[config.mk]
export PLATFORM = sky130hd
export DESIGN_NAME = dmem_arbiter
export DESIGN_NICKNAME = d
export VERILOG_FILES = /design/src/rtl/dmem_arbiter.sv
export SDC_FILE = /design/constraint.sdc
export NUM_CORES = 1
export LEC_CHECK = 0
export BUFFER_PORTS_ARGS = -buffer_cell sky130_fd_sc_hd__buf_2
export CAP_MARGIN = 20
export CORE_UTILIZATION = 37
export CTS_CLUSTER_DIAMETER = 100
export DETAILED_ROUTE_END_ITERATION = 16
export PLACE_DENSITY_LB_ADDON = 0.12
export SLEW_MARGIN = 20
export SYNTH_ARGS = -nofsm -noshare
export SYNTH_HDL_FRONTEND = slang
export SYNTH_SLANG_ARGS = --single-unit
[constraint.sdc]
create_clock -name clock -period 1.8 [get_ports clock]
set_input_delay 0.36 -clock clock [delete_from_list [all_inputs] [get_ports clock]]
set_output_delay 0.36 -clock clock [all_outputs]
set_load 0.03 [all_outputs]
[src/rtl/dmem_arbiter.sv]
// rtl/dmem_arbiter.sv - dmem port arbiter between processor M stage and VGA board reader
module dmem_arbiter #(
  parameter int ADDR_WIDTH   = 12,
  parameter int DATA_WIDTH   = 32,
  parameter int STARVE_LIMIT = 8
) (
  input  logic                  clock,
  input  logic                  reset,
  input  logic                  proc_req,
  input  logic                  proc_wren,
  input  logic [ADDR_WIDTH-1:0] proc_addr,
  input  logic [DATA_WIDTH-1:0] proc_data,
  output logic [DATA_WIDTH-1:0] proc_q,
  output logic                  proc_stall,
  input  logic                  vga_req,
  input  logic [ADDR_WIDTH-1:0] vga_addr,
  output logic                  vga_ack,
  output logic                  vga_valid,
  output logic [DATA_WIDTH-1:0] vga_q,
  output logic [ADDR_WIDTH-1:0] dmem_addr,
  output logic [DATA_WIDTH-1:0] dmem_data,
  output logic                  dmem_wren,
  input  logic [DATA_WIDTH-1:0] dmem_q
);

  // Limit held in the counter's own width so the compare is 8 bit on both sides.
  localparam logic [7:0] LIMIT = 8'(STARVE_LIMIT);

  logic [7:0]            starve_cnt_q, starve_cnt_d;
  logic                  iss_d1_q, iss_d1_d;
  logic                  vga_valid_q, vga_valid_d;
  logic [DATA_WIDTH-1:0] vga_q_q, vga_q_d;
  logic                  force_grant;
  logic                  vga_own;

  // Owner selection: processor first, VGA on idle cycles or when starved too long.
  always_comb begin
    force_grant = vga_req && (starve_cnt_q >= LIMIT);
    vga_own     = force_grant || (vga_req && !proc_req);
    proc_stall  = force_grant && proc_req;
    vga_ack     = vga_own;
    dmem_addr   = vga_own ? vga_addr : proc_addr;
    // Store data is don't-care while the VGA owns the port, so it is never muxed.
    dmem_data   = proc_data;
    dmem_wren   = !vga_own && proc_req && proc_wren;
    proc_q      = dmem_q;
    vga_valid   = vga_valid_q;
    vga_q       = vga_q_q;
  end

  // Next-state: starvation counter and the one-deep read-return pipeline.
  always_comb begin
    starve_cnt_d = starve_cnt_q;
    if (!vga_req || vga_own) begin
      starve_cnt_d = 8'd0;
    end else if (starve_cnt_q != 8'hFF) begin
      starve_cnt_d = starve_cnt_q + 8'd1;
    end
    // dmem_q carries the VGA word in the cycle after issue; capture it then.
    iss_d1_d    = vga_own;
    vga_valid_d = iss_d1_q;
    vga_q_d     = iss_d1_q ? dmem_q : vga_q_q;
  end

  // State registers; reset drops any read still in flight.
  always_ff @(posedge clock or negedge reset) begin
    if (!reset) begin
      starve_cnt_q <= 8'd0;
      iss_d1_q     <= 1'b0;
      vga_valid_q  <= 1'b0;
      vga_q_q      <= '0;
    end else begin
      starve_cnt_q <= starve_cnt_d;
      iss_d1_q     <= iss_d1_d;
      vga_valid_q  <= vga_valid_d;
      vga_q_q      <= vga_q_d;
    end
  end

endmodule
==> flow_summary.toml, run 1 <==
[outcome]
outcome = "finished with violations"
violations = "negative setup slack"

[setup_path]
critPathMaxFanout = 7
critPathSlowestCell = "dfrtp_1"
worstSetupPathType = "flip-flop to output port"
cp-start-kind = "flip-flop"
r2r-start = "starve_cnt_q[7]"
crit_end = "dmem_addr[9]"
arrival_ns = 1.69
critPathRequiredTime_ns = 1.44
startpoint = "starve_cnt_q[7]"
worstSetupEndpointType = "output port"
reg2reg_slack_ns = 0.56
crit_chain = "nor3_4, a31o_4, mux2_4, buf_6"
r2r-end = "starve_cnt_q[0]"
cp_slowest_stage_delay_ns = 0.41
reg2regPathDepth = 4

[placement]
dp_hpwl_um = 3440
gp_congestion = 0.684
io_buffers = 140
place_area_sq_um = 2580

[die]
fp.dieH_um = 80.0
io_pins = 205
die_w_um = 80.0
fp.coreArea_sq_um = 5890
placementRows = 28
initial_core_util = 0.382
die-area_sq_um = 6400

[drt]
met1_length_um = 1830
num_vias = 1498
dr.pass1.iters = 4
via_per_inst = 4.38
drtIter0Drc = 21
drc = 0
wl_per_cell_um = 13.6
wl_met3_um = 270
wl_um = 4640
topRoutingLayerUsed = "met4"
detail-route-antenna-nets = 0
met2WireLength_um = 2450

[clocking]
htree_num_levels = 2
cts_tree = "done"
insertion_delay_ns = 0.28
clockRootBuffer = "clkbuf_8"
clock_tree.buffer_depth = 2
path_clk_slew_ns = 0.07
clock_sinks = 42
cts_buffers = 5

[yosys]
synth_top_cell_area_share = 0.467
synth_top_area_cell = "dfrtp_1"
syn_inst = 179
yosysMostFrequentCell = "buf_4"
ys_types = 21
ys_ff_latch = 42
syn-cell-area_sq_um = 2250
yosys-top-cells-count = "64 x buf_4, 42 x dfrtp_1, 33 x mux2_2"
ys_async_sr_fraction = 1.00
yosysSeqAreaShare = 0.467
postSynthAreaPerCell_sq_um = 12.6
synth-edff-count = 0
yosysWarnings = 0
synthFlopType = "dfrtp_1"
synth.area.top_cells = "dfrtp_1 47%, buf_4 21%, mux2_2 17%"

[global_route]
gr-total-overflow = 0
antenna_found_initial = 0
grt_pass1_wl_um = 6980
first_global_vias = 1441
grt_max_degree = 34
grt_usage = 0.144

[pwr]
peakVddDrop_v = 0.000337
seq_power_share = 0.450
p_clk_frac = 0.232
power_density_nw_per_um2 = 840
p_total_uw = 2370
p_switching_uw = 780
netSwitchingFraction = 0.329
combPwrFrac = 0.318
p_int_uw = 1590
p_leak_uw = 0.00146

[cells_and_area]
num-fill-cells = 564
drive_above_1_share = 0.753
area_growth_pct = 25.3
nNetsFinal = 362
design_area_sq_um = 2820
diodes = 0
multi_input_area_sq_um = 722
seq_area_sq_um = 1050

[sta]
fin_crit_ns = 2.05
hold_slack_ns = 0.0179
rsz0062_at_grt = "yes"
finalSetupTns_ns = -2.91
max_freq_mhz = 488
fin_ws_ns = -0.248
period_share = 1.14
setup_violations = 13
fin_worst_skew_ns = 0.00487
drv_slew = 0
final_hold_viol_count = 0

[run]
drv_cap = 0

[worst_hold_path]
hold_class = "input pin to async pin"
worst min-delay path by stage:
stage                     start         to  slack [ns]
final                     reset  vga_q[24]        0.02
after global routing      reset  vga_q[24]        0.05
after CTS                 reset  vga_q[30]        0.02
after detailed placement  reset  vga_q[24]        0.34
after global placement    reset  vga_q[24]        0.33
after floorplan           reset   iss_d1_q        0.06
power groups by stage:
stage          clock [uW]  combinational (uW)  sequential, uW
2_1_floorplan           0                 472            1250
3_3_place_gp            0                 702            1080
3_5_place_dp            0                 705            1080
4_1_cts               589                 761            1070
5_1_grt               617                 798            1080
6_report              549                 754            1070
sequential cells by signal (all words and copies together) (netlist names):
name	cells
iss_d1_q	1
vga_q	32
vga_valid	1
starve_cnt_q	8
layout by cell type, fill, tap and decap left out, drive strengths merged:
master and n:
buf 146, mux2 44, dfrtp 42, clkbuf 7, inv 5, conb 4
nor2 3, a21oi 3, a31o 2, nand4 2, ha 2, nand2 2
nor3 1, and3 1, xnor2 1, and4 1, a31oi 1
through the flow:
stage,setup WS (ns),instances,utilization
after floorplan,0.116,182,-
after global routing,-0.319,342,0.479
after CTS,-0.269,342,0.479
after global placement,-0.0757,332,0.438
after detailed placement,-0.0888,332,0.438
final,-0.248,342,0.479
timing repair:
item / in CTS / in global routing
endpoints found under the setup margin: 13 / 15
resized for setup: 42 / 1
setup buffers: 2 / 1
pin swaps: 4 / 1
cloned: 1 / 0
hold buffers: 0 / 0
metal layers:
| metal | global-route usage | up-vias |
|---|---|---|
| li1 | - | 704 |
| met1 | 0.177 | 715 |
| met2 | 0.232 | 61 |
| met3 | 0.0411 | 18 |
| met4 | 0.0643 | 0 |
| met5 | 0 | - |
critical path: cells and delay by family, from the launching register on:
kind / cells / cell delay [ns]
AOI/OAI and AO/OA: 1 / 0.28
and+or+nand+nor: 1 / 0.26
DFF: 1 / 0.41
muxes: 1 / 0.33
buffers and inverters: 1 / 0.14
kinds of logic (layout without fill, tap and decap cells):
| kind of cell | count (synthesis) | in the layout | synth area share |
|---|---|---|---|
| compound gates | 5 | 6 | 0.0172 |
| xor+xnor | 1 | 1 | 0.00389 |
| fa+ha+maj | 2 | 2 | 0.0111 |
| buf+inv | 74 | 158 | 0.239 |
| flops | 42 | 42 | 0.467 |
| mux | 44 | 44 | 0.235 |
| other cells | 1 | 4 | 0.00167 |
| simple gates | 10 | 10 | 0.0250 |
layout make-up:
type / count / area share
Clock buffer: 7 / 0.0271
Inverter: 5 / 0.00754
Multi-Input combinational cell: 67 / 0.256
Tap cell: 75 / 0.0333
Sequential cell: 42 / 0.373
Timing Repair Buffer: 146 / 0.303
(Power assumes the default switching activity.)
==> run 2: changes to the inputs <==
--- a/config.mk
+++ b/config.mk
@@ -11,6 +11,7 @@
 export CTS_CLUSTER_DIAMETER = 100
 export DETAILED_ROUTE_END_ITERATION = 16
 export PLACE_DENSITY_LB_ADDON = 0.12
+export REMOVE_ABC_BUFFERS = 1
 export SLEW_MARGIN = 20
 export SYNTH_ARGS = -nofsm -noshare
 export SYNTH_HDL_FRONTEND = slang
==> flow_summary.toml, run 2 (synthesis gave the netlist of run 1 again) <==
[setup_path]
r2r-end = "starve_cnt_q[0]"
worstSetupEndpointType = "output port"
critPathMaxFanout = 7
cp_slowest_stage_delay_ns = 0.41
crit_chain = "nor3_4, a31o_4, mux2_4, buf_6"
critical-path-top-delay-family = "flip-flops"
crit_buf_inv = 1
r2r-start = "starve_cnt_q[7]"
critPathRequiredTime_ns = 1.44
reg2reg_slack_ns = 0.53
arrival_ns = 1.68
critPathSlowestCell = "dfrtp_1"
cp-start-kind = "flip-flop"
reg2regPathDepth = 4
worstSetupPathType = "flip-flop to output port"

[global_route]
first_global_vias = 1506
gr-total-overflow = 0
grt_usage = 0.177
grt_max_degree = 33
grt_pass1_wl_um = 7910
antenna_found_initial = 0

[die]
die-area_sq_um = 6400
io_pins = 205
placementRows = 28
fp.coreArea_sq_um = 5890
die_w_um = 80.0
fp.dieH_um = 80.0
initial_core_util = 0.382

[cells_and_area]
nNetsFinal = 362
final_common_cell = "buf_2"
drive_above_1_share = 0.761
diodes = 0
final_util = 0.488
design_area_sq_um = 2870
area_growth_pct = 27.5
layout_common_cells = "125 x buf_2, 42 x dfrtp_1, 30 x mux2_2"
largest_register_ffs = 32

[drt]
num_vias = 1554
via_per_inst = 4.53
met2WireLength_um = 2410
wl_um = 5650
topRoutingLayerUsed = "met4"
met1_length_um = 2270
dr.pass1.iters = 4
wl_met3_um = 907
drc = 0
detail-route-antenna-nets = 0
wl_per_cell_um = 16.5
drtIter0Drc = 38

[sta]
hold_slack_ns = 0.0259
setup_violations = 14
rsz0062_at_grt = "yes"
drv_slew = 0
fin_worst_skew_ns = 0.00479
period_share = 1.14
final_hold_viol_count = 0
max_freq_mhz = 489
fin_ws_ns = -0.244
fin_crit_ns = 2.04

[clocking]
path_clk_slew_ns = 0.08
clock_tree.buffer_depth = 2
ctsHoldBuffers = 0
cts_tree = "done"
cts_buffers = 5
insertion_delay_ns = 0.29
htree_num_levels = 2
clockRootBuffer = "clkbuf_8"
clock_sinks = 42

[outcome]
outcome = "finished with violations"
violations = "negative setup slack"

[pwr]
peakVddDrop_v = 0.000447
power_density_nw_per_um2 = 888
p_leak_uw = 0.00149

[placement]
io_buffers = 140
dp_hpwl_um = 4250
place_area_sq_um = 2600
gp_congestion = 0.652

[worst_hold_path]
hold_class = "input pin to async pin"

[run]
drv_cap = 0
-- run 2: cell types whose count changed in the layout (fill, tap and decap cells not counted) --
cell	delta
clkinv_2	+2
buf_4	-1
nand2_2	-1
clkbuf_1	-2
bufinv_16	+1
buf_12	+1
nand2_4	+1
-- run 2: worst max-delay path by stage --
stage                         start            to  slack, ns  depth (start not counted)
finish              starve_cnt_q[7]  dmem_addr[0]      -0.24                          4
global route        starve_cnt_q[7]  dmem_addr[0]      -0.33                          4
CTS                 starve_cnt_q[7]  dmem_addr[0]      -0.27                          4
detailed placement  starve_cnt_q[3]  dmem_addr[0]      -0.04                          4
global placement    starve_cnt_q[3]  dmem_addr[0]      -0.03                          4
floorplan           starve_cnt_q[3]  dmem_addr[0]       0.07                          3
-- run 2: report_power, final --
group          switching (uW)  total, uW  internal (uW)  leakage [uW]
combinational             457        754            297      0.000935
sequential               40.3       1070           1030      0.000500
clock                     319        727            408     0.0000579
-- run 2: final cells by class --
class | count | area (sq um)
sequential | 42 | 1050
multi-input combinational | 67 | 727
tap | 75 | 93.8
clock buffer | 5 | 68.8
timing repair buffer | 146 | 868
inverter | 5 | 21.3
fill | 552 | 3020
clock inverter | 3 | 40.0
-- run 2: layer usage --
metal  GRT usage  vias to the layer above
li1            -                      701
met1       0.201                      708
met2       0.256                      137
met3       0.127                        8
met4      0.0589                        0
met5      0.0273                        -
-- run 2: per-stage QoR --
stage	power, uW	TNS (ns)	std cells	setup slack, ns
after global placement	1790	-0.0712	333	-0.0291
after detailed placement	1790	-0.0924	333	-0.0423
after floorplan	1440	0	113	0.0688
after CTS	2580	-3.13	343	-0.272
final	2550	-2.85	343	-0.244
after global routing	2670	-4.09	343	-0.331
-- run 2: what timing repair did --
| action | in CTS | in global routing |
|---|---|---|
| gates cloned | 1 | 0 |
| setup endpoints to repair | 15 | 15 |
| hold endpoints to repair | 0 | 0 |
| buffers inserted | 1 | 2 |
| gates resized for setup | 43 | 1 |
| pin swaps | 4 | 1 |
-- run 2: worst register-to-register path, cell delays in order, from the launching register on --
cell	delay [ns]
dfrtp_1	0.41
nor3_4	0.25
buf_4	0.17
nand4_1	0.19
a21oi_1	0.18
==> run 3: changes to the inputs <==
--- a/config.mk
+++ b/config.mk
@@ -5,9 +5,10 @@
 export SDC_FILE = /design/constraint.sdc
 export NUM_CORES = 1
 export LEC_CHECK = 0
+export ABC_AREA = 1
 export BUFFER_PORTS_ARGS = -buffer_cell sky130_fd_sc_hd__buf_2
 export CAP_MARGIN = 20
-export CORE_UTILIZATION = 37
+export CORE_UTILIZATION = 38
 export CTS_CLUSTER_DIAMETER = 100
 export DETAILED_ROUTE_END_ITERATION = 16
 export PLACE_DENSITY_LB_ADDON = 0.12
==> flow_summary.toml, run 3 <==
[yosys]
syn_inst = 221
ys_ff_latch = 42
synth-edff-count = 0
synthFlopType = "dfrtp_1"
postSynthAreaPerCell_sq_um = 10.5
syn-cell-area_sq_um = 2320
yosysWarnings = 0
ys_async_sr_fraction = 1.00
synth_top_cell_area_share = 0.452
yosysMostFrequentCell = "buf_4"
yosys-top-cells-count = "64 x buf_4, 42 x dfrtp_1, 30 x mux2_2, 30 x nand2_1, 15 x nand3_1"
ys_types = 21
synth_top_area_cell = "dfrtp_1"
synth.area.top_cells = "dfrtp_1 45%, buf_4 21%, mux2_2 15%"
yosysSeqAreaShare = 0.452

[pwr]
peakVddDrop_v = 0.000498
p_leak_uw = 0.00155
power_density_nw_per_um2 = 821
p_total_uw = 2430

[drt]
detail-route-antenna-nets = 0
num_vias = 1781
wl_per_cell_um = 15.3
drtIter0Drc = 44
dr.pass1.iters = 4
topRoutingLayerUsed = "met5"
wl_um = 5930
met1_length_um = 2700
via_per_inst = 4.59
met2WireLength_um = 2340
wl_met3_um = 830
drc = 0

[sta]
period_share = 1.06
rsz0062_at_grt = "yes"
fin_crit_ns = 1.90
drv_slew = 0
max_freq_mhz = 526
setup_violations = 12
fin_ws_ns = -0.100
fin_worst_skew_ns = 0.00520
final_hold_viol_count = 0

[run]
drv_cap = 0

[setup_path]
worstSetupEndpointType = "output port"
cp-start-kind = "flip-flop"
arrival_ns = 1.54
critPathMaxFanout = 8
critPathRequiredTime_ns = 1.44
worstSetupPathType = "flip-flop to output port"

[global_route]
gr-total-overflow = 0
grt_max_degree = 31
antenna_found_initial = 0
grt_pass1_wl_um = 8440
first_global_vias = 1615
grt_usage = 0.180

[cells_and_area]
drive_above_1_share = 0.693
final_common_cell = "buf_2"
diodes = 0
layout_common_cells = "126 x buf_2, 42 x dfrtp_1, 30 x mux2_2"
area_growth_pct = 27.4
final-instance-count-excl-fill = 388
nNetsFinal = 407
largest_register_ffs = 32
num-fill-cells = 557
final_util = 0.500

[placement]
dp_hpwl_um = 4450
gp_congestion = 0.733
io_buffers = 140
dp_cells = 371

[outcome]
violations = "negative setup slack"
outcome = "finished with violations"

[clocking]
insertion_delay_ns = 0.28
ctsHoldBuffers = 0
path_clk_slew_ns = 0.08
clock_tree.buffer_depth = 2
htree_num_levels = 2
cts_tree = "done"
clock_sinks = 42
cts_buffers = 5
clockRootBuffer = "clkbuf_8"

[die]
placementRows = 28
fp.coreArea_sq_um = 5920
initial_core_util = 0.393
die-area_sq_um = 6430
fp.dieH_um = 80.2
die_w_um = 80.2
io_pins = 205

[worst_hold_path]
hold_class = "input pin to async pin"
[run 3: cell count changes after synthesis, moves of 4 or more]
cell	change
nand2_1	+28
nand3_1	+15
mux2_4	-9
nor2_1	+7
buf_6	+4
[run 3: worst paths after layout]
kind                            startpoint            to  slack (ns)  cells past startpoint
setup reg to reg           starve_cnt_q[5]      iss_d1_q        0.55                      5
hold / removal                       reset     vga_q[18]        0.03                      1
setup / recovery           starve_cnt_q[5]  dmem_addr[0]       -0.10                      6
hold reg to reg                   vga_q[5]      vga_q[5]        0.49                      1
min in group clock               dmem_q[4]      vga_q[4]        0.31                      2
max in group asynchronous            reset      vga_q[5]        1.24                      2
[run 3: layout make-up]
cell class	instances	area (sq um)	share of cell area
clock inverter	1	5.00	0.00169
sequential	42	1050	0.355
tap	75	93.8	0.0317
clock buffer	7	86.3	0.0292
multi-input combinational	103	791	0.267
timing repair buffer	152	902	0.305
inverter	8	32.5	0.0110
[run 3: repair_timing]
| item | in CTS | in global routing |
|---|---|---|
| endpoints found under the setup margin | 13 | 14 |
| cloned | 1 | 0 |
| gates resized for setup | 42 | 15 |
| pin swaps | 11 | 6 |
| buffers inserted | 6 | 2 |
[run 3: metal layers]
layer,vias up,global-route usage
met3,9,0.118
li1,824,-
met2,133,0.219
met4,2,0.0482
met5,-,0.0727
met1,813,0.248
[run 3: power by group]
| part | internal, uW | switching (uW) | leakage [uW] |
|---|---|---|---|
| sequential | 1030 | 44.0 | 0.000500 |
| clock | 309 | 292 | 0.0000482 |
| combinational | 280 | 479 | 0.00101 |
[run 3: cell families (layout without fill, tap and decap cells)]
kind of cell / count (synthesis) / count (layout) / synth area share
multiplexers: 32 / 32 / 0.155
adder cells (fa/ha/maj): 2 / 2 / 0.0108
AO/OA/AOI/OAI: 2 / 2 / 0.00431
buffers and inverters: 80 / 168 / 0.252
AND/OR/NAND/NOR: 62 / 63 / 0.124
flip-flops: 42 / 42 / 0.452
other: 1 / 4 / 0.00161
[run 3: worst max-delay path: stages (launching register included)]
cell and delay [ns]:
dfrtp_1 0.42, nor2_4 0.15, nand4_4 0.21, buf_4 0.20, nand3_1 0.06, nand2_1 0.07
buf_6 0.14
[run 3: stage by stage]
stage	setup slack, ns	TNS, ns	instance area, sq um	hold WS, ns
floorplan	0.265	0	1780	0.0644
finish	-0.100	-1.04	2960	0.0313
detailed placement	0.122	0	2620	0.360
global placement	0.134	0	2620	0.358
global route	-0.200	-2.33	2960	0.0716
CTS	-0.111	-1.23	2900	0.0433
